`src/rtl/hazard_pkg.sv`:
```
// Shared types and constants for the pipeline hazard controller.
// Output vectors are packed as {pc_write, ifid_write, idex_nop, if_flush}.
package hazard_pkg;

    localparam int SB_CW = 3;

    typedef enum logic [2:0] {
        RESET,
        FREEZE,
        REDIRECT,
        STALL,
        BRANCH,
        RUN
    } action_t;

    localparam logic [3:0] OUT_RESET    = 4'b0011;
    localparam logic [3:0] OUT_FREEZE   = 4'b0000;
    localparam logic [3:0] OUT_REDIRECT = 4'b1111;
    localparam logic [3:0] OUT_STALL    = 4'b0010;
    localparam logic [3:0] OUT_BRANCH   = 4'b1101;
    localparam logic [3:0] OUT_RUN      = 4'b1100;

    function automatic logic [3:0] action_outputs(input action_t act);
        logic [3:0] vec;
        case (act)
            RESET:    vec = OUT_RESET;
            FREEZE:   vec = OUT_FREEZE;
            REDIRECT: vec = OUT_REDIRECT;
            STALL:    vec = OUT_STALL;
            BRANCH:   vec = OUT_BRANCH;
            RUN:      vec = OUT_RUN;
            default:  vec = OUT_RESET;
        endcase
        return vec;
    endfunction

endpackage

```
`src/rtl/hazard_scoreboard.sv`:
```
// Per-register load countdown scoreboard with two busy lookup ports.
// Entry 0 has no storage: register 0 can never be pending.
module hazard_scoreboard
    import hazard_pkg::*;
#(
    parameter int REG_AW   = 5,
    parameter int LOAD_LAT = 1
) (
    input  logic              clk,
    input  logic              rst,
    input  logic              freeze,
    input  logic              issue,
    input  logic [REG_AW-1:0] issue_rd,
    input  logic [REG_AW-1:0] rd_a,
    input  logic [REG_AW-1:0] rd_b,
    output logic              busy_a,
    output logic              busy_b
);

    localparam int NREG = 2 ** REG_AW;

    logic [NREG-1:0] busy_vec;

    assign busy_vec[0] = 1'b0;

    genvar gi;
    generate
        for (gi = 1; gi < NREG; gi++) begin : g_entry
            logic [SB_CW-1:0] cnt_reg;
            logic [SB_CW-1:0] cnt_next;

            // A fresh issue wins over the countdown so a reload restarts the latency.
            always_comb begin
                cnt_next = cnt_reg;
                if (issue && issue_rd == REG_AW'(gi))
                    cnt_next = SB_CW'(LOAD_LAT);
                else if (cnt_reg != '0)
                    cnt_next = cnt_reg - SB_CW'(1);
            end

            always_ff @(posedge clk) begin
                if (rst)
                    cnt_reg <= '0;
                else if (!freeze)
                    cnt_reg <= cnt_next;
            end

            assign busy_vec[gi] = (cnt_reg != '0);
        end
    endgenerate

    assign busy_a = busy_vec[rd_a];
    assign busy_b = busy_vec[rd_b];

endmodule

```
`src/rtl/hazard_ctrl.sv`:
```
// ID-stage hazard controller: priority decode of reset/freeze/redirect/stall/branch
// into pipeline enables, plus a saturating data-hazard stall counter.
module hazard_ctrl
    import hazard_pkg::*;
#(
    parameter int REG_AW   = 5,
    parameter int LOAD_LAT = 1,
    parameter int CNT_W    = 32
) (
    input  logic              clk,
    input  logic              rst,
    input  logic              id_valid,
    input  logic [REG_AW-1:0] id_rs,
    input  logic [REG_AW-1:0] id_rt,
    input  logic              id_uses_rs,
    input  logic              id_uses_rt,
    input  logic              id_is_load,
    input  logic [REG_AW-1:0] id_rd,
    input  logic              id_branch,
    input  logic              id_br_taken,
    input  logic              idex_regwrite,
    input  logic [REG_AW-1:0] idex_rd,
    input  logic              dmem_stall,
    input  logic              ex_redirect,
    output logic              pc_write,
    output logic              ifid_write,
    output logic              idex_nop,
    output logic              if_flush,
    output logic [CNT_W-1:0]  stall_cnt
);

    action_t          action;
    logic             busy_rs;
    logic             busy_rt;
    logic             ex_match;
    logic             hazard;
    logic             issue;
    logic [CNT_W-1:0] stall_cnt_reg;
    logic [CNT_W-1:0] stall_cnt_next;

    hazard_scoreboard #(
        .REG_AW   (REG_AW),
        .LOAD_LAT (LOAD_LAT)
    ) u_sb (
        .clk      (clk),
        .rst      (rst),
        .freeze   (dmem_stall),
        .issue    (issue),
        .issue_rd (id_rd),
        .rd_a     (id_rs),
        .rd_b     (id_rt),
        .busy_a   (busy_rs),
        .busy_b   (busy_rt)
    );

    // Branches resolve in ID, so an EX-stage producer cannot be forwarded to them.
    assign ex_match = idex_regwrite && (idex_rd != '0) &&
                      ((id_uses_rs && idex_rd == id_rs) || (id_uses_rt && idex_rd == id_rt));

    assign hazard = id_valid && ((id_uses_rs && busy_rs) || (id_uses_rt && busy_rt) ||
                                 (id_branch && ex_match));

    always_comb begin
        action = RUN;
        if (rst)
            action = RESET;
        else if (dmem_stall)
            action = FREEZE;
        else if (ex_redirect)
            action = REDIRECT;
        else if (hazard)
            action = STALL;
        else if (id_valid && id_branch && id_br_taken)
            action = BRANCH;
    end

    assign issue = id_valid && id_is_load && (id_rd != '0) &&
                   (action == RUN || action == BRANCH);

    assign {pc_write, ifid_write, idex_nop, if_flush} = action_outputs(action);

    always_comb begin
        stall_cnt_next = stall_cnt_reg;
        if (action == STALL && stall_cnt_reg != '1)
            stall_cnt_next = stall_cnt_reg + CNT_W'(1);
    end

    always_ff @(posedge clk) begin
        if (rst)
            stall_cnt_reg <= '0;
        else
            stall_cnt_reg <= stall_cnt_next;
    end

    assign stall_cnt = stall_cnt_reg;

endmodule
```
`config.mk`:
```
export PLATFORM = sky130hd
export DESIGN_NAME = hazard_ctrl
export DESIGN_NICKNAME = d
export VERILOG_FILES = /design/src/rtl/hazard_pkg.sv /design/src/rtl/hazard_scoreboard.sv /design/src/rtl/hazard_ctrl.sv
export SDC_FILE = /design/constraint.sdc
export NUM_CORES = 1
export LEC_CHECK = 0
export ABC_AREA = 1
export CELL_PAD_IN_SITES_DETAIL_PLACEMENT = 1
export CELL_PAD_IN_SITES_GLOBAL_PLACEMENT = 1
export CORE_UTILIZATION = 35
export CTS_BUF_LIST = sky130_fd_sc_hd__clkbuf_4 sky130_fd_sc_hd__clkbuf_8 sky130_fd_sc_hd__clkbuf_16
export DETAILED_ROUTE_END_ITERATION = 10
export GPL_TIMING_DRIVEN = 1
export PLACE_DENSITY_LB_ADDON = 0.25
export SYNTH_ARGS = -nofsm -noshare
export SYNTH_HDL_FRONTEND = slang
export SYNTH_HIERARCHICAL = 1
export SYNTH_SLANG_ARGS = --single-unit
```
`constraint.sdc`:
```
create_clock -name clk -period 4.28 [get_ports clk]
set_input_delay 0.856 -clock clk [delete_from_list [all_inputs] [get_ports clk]]
set_output_delay 0.856 -clock clk [all_outputs]
set_load 0.005 [all_outputs]
```
==> reports/results.ini <==
[worst_setup_path]
critPathBufInv = 6
path_class = in2out
cpLargestDelayFamily = buffers and inverters
endpoint_kind = output pin
cpPeakStageDelay_ps = 570
start_kind = input pin
cp.arrival_ps = 3200
critPathLaunch = id_rt[2]
path_max_fanout = 3
critPathRequiredTime_ps = 3420
crit_path_top_delay_cell = clkdlybuf4s50_1
crit_chain = clkdlybuf4s50_1 > buf_4 > nand3_1 > nand3_1 > nand2_1 > nand2_1 > nand2_1 > a22o_1 > inv_1 > nand3_1 > nand2_1 > inv_1 > o21ai_0 > buf_4 > clkdlybuf4s50_1
crit_path_frequent_cell = nand2_1
r2r_start = u_sb/g_entry[30].cnt_reg[0]

[global_route]
grt.met2_usage = 0.3370
antenna_found_initial = 0
overflow = 0
grt_pass1_wl_mm = 43.42
grt_max_degree = 49
busiest_layer = met2
grtUsageTotal = 0.2086
grt_pass1_vias = 8582
met1_usage = 0.2866
met3_usage = 0.03261

[pwr]
total_power_w = 0.006096
powerDensity_mw_per_mm2 = 582.3
swShare = 0.4232
peakVddDrop_mv = 0.2188
p_int_w = 0.003516
p_leak_nw = 4.568
power_frac_clock = 0.224
p_sw_w = 0.002580
comb_power_share = 0.501
seqPwrFrac = 0.275

[logic_synthesis]
synth_top_area_cell = dfxtp_1
synth-compound-area-share = 0.1098
synth_ff_type = dfxtp_1
synthXorXnorAreaFrac = 0.02865
async_reset_ff_frac = 0
synth-edff-count = 0
synth_top_area_share = 0.2822
synth_seq_area_share = 0.2822
synthAdderAreaFrac = 0.08891
ys_warn_count = 6
synthTopCellsByCount = nand2_1, inv_1, dfxtp_1, a21oi_1, nor2_1
netlist_area_mm2 = 0.008866
synthMuxAreaShare = 0
ys_ff_latch = 125
avgSynthCellArea_um2 = 6.476
synth_area_leaders = dfxtp_1, nand2_1, inv_1, ha_1, a21oi_1
synth.most_common_cell = nand2_1
syn-instance-count = 1369
synth_top_family_by_area = simple AND/OR/NAND/NOR gates
yosys.area_share.simple = 0.3527
synth_cell_types = 36
syn_nets = 1463

[clock_network]
clock_latency_ps = 420
htree_num_levels = 4
cts-root-buf = clkbuf_16
clkTransAtPathRegs_ps = 50
cts_buffers = 17
cts.path.max_buffers = 2
cts_tree = yes
clkSinkCount = 125

[final_layout]
antennaDiodeCount = 0
syn_to_final_growth_pct = 18.08
layout.nets = 1530
final_area_mm2 = 0.01047
fin_cells = 1770
layout-drive-gt1-share = 0.1037
largest_register_ffs = 93
finish.utilization = 0.4255

[sta]
slew_viol_final = 0
report.final.hold_viol_count = 0
worstMarginPinSlew_ps = 616.3
fmax_mhz = 246.6
setup_viol = 0
finalCriticalPeriod_ps = 4056
rsz0062_at_grt = false
final.period_utilization = 0.9476
slew_headroom = 0.5886
skew_ps = 13.22

[die]
fp.dieW_um = 161.2
dieHeight_um = 161.2
core_mm2 = 0.02460
rows = 57
initial_core_util = 0.3603
die-area_mm2 = 0.02597
ios = 67

[routing]
vias = 8729
dr.pass1.iters = 5
drt_iter0_drc = 439
ant_nets = 0
drt_wl_total_mm = 26.50
via_per_inst = 4.932
routedWlPerCell_um = 14.97
drcViolationCount = 0

[placed_design]
port_buffers = 66
dpl_cell_area_mm2 = 0.009884
place_inst = 1738
dp_hpwl_mm = 20.19
routabilityCongestion = 0.8623

[hold_path]
min_path_type = reg2reg
min_from = u_sb/g_entry[5].cnt_reg[0]

[run_status]
outcome = completed

[run]
maxCapViolCount = 0

-- cells in the final DEF, fill, tap and decap left out, drive strengths merged, types with 2 or more instances in the layout --
cell	synthesis	final
a21oi	108	108
buf	27	27
clkbuf	17	21
clkdlybuf4s50	0	60
clkinv	0	5
clkinvlp	0	2
dfxtp	125	125
dlymetal6s2s	0	5
ha	63	63
inv	248	248
nand2	415	415
nand3	112	112
nand3b	4	4
nand4	28	28
nor2	102	102
nor3	22	22
nor3b	3	3
nor4	2	2
o21ai	30	30
o21bai	30	30
xor2	29	29
-- power by group through the flow --
stage | registers, W | logic (W) | clock network, W
finish | 0.00168 | 0.00305 | 0.00137
global route | 0.00172 | 0.00355 | 0.00144
CTS | 0.00168 | 0.00308 | 0.00140
detailed placement | 0.00170 | 0.00305 | 0
global placement | 0.00168 | 0.00293 | 0
floorplan | 0.00166 | 0.00226 | 0
-- worst reg2reg max path: stages (launching register included) --
cell and delay, ps:
dfxtp_1 310, inv_1 70, ha_1 160, ha_1 360, nand2_1 100, nand3_1 70, nand3_1 80, nand3_1 110
nand2_1 60, nand2_1 50, nand2_1 70, a22o_1 220, inv_1 80, nand2_1 50, nand2_1 130, nand2_1 100
a211oi_1 410, inv_1 150, nor2_4 110, buf_4 230, nand2_1 120, nand2_1 100, nand2_2 90, o21ai_0 190
nor2_1 50
-- worst paths after layout --
| kind | to | slack [ps] | depth (start not counted) |
|---|---|---|---|
| worst max-delay path | if_flush | 220 | 15 |
| worst min-delay path | u_sb/g_entry[5].cnt_reg[0] | 420 | 1 |
| worst max register to register | u_sb/g_entry[15].cnt_reg[1] | 690 | 24 |
| worst min register to register | u_sb/g_entry[5].cnt_reg[0] | 420 | 1 |
-- what timing repair did --
item,in CTS,in global routing
resized for setup,0,15
endpoints found under the hold margin,0,0
setup buffers,0,2
hold buffers,0,0
setup endpoints to repair,0,4
-- layout make-up --
cell class              instances  area (um2)
repair buffers                 92       939.7
well taps                     324       405.4
clock buffers                  21       467.9
flip-flops and latches        125        2502
fillers                      3223       14140
inverters                     248       933.4
clock inverters                 8       70.07
multi-input cells             952        5150
-- stage by stage --
step                      setup slack (ps)  setup TNS [ps]  hold WS (ps)
after floorplan                      947.7               0         402.7
after global placement              -17.00          -44.31         411.9
after detailed placement            -22.01          -36.59         421.0
after CTS                            3.206               0         428.5
after global routing                 45.59               0         445.9
final                                224.5               0         424.0
-- cell families (layout without fill, tap and decap cells) --
family | Yosys count | count (layout)
and+or+nand+nor | 690 | 690
buffers and inverters | 292 | 369
AOI/OAI and AO/OA | 170 | 170
DFF | 125 | 125
adders and majority gates | 63 | 63
xor gates and xnor gates | 29 | 29
-- routing by layer --
metal  vias to the layer above  share of wire
met5                         -              0
met2                       116           0.45
met3                        27          0.035
li1                       4425              -
met1                      4161           0.50
met4                         0          0.015
No activity file was read; power rests on OpenSTA's default activity.
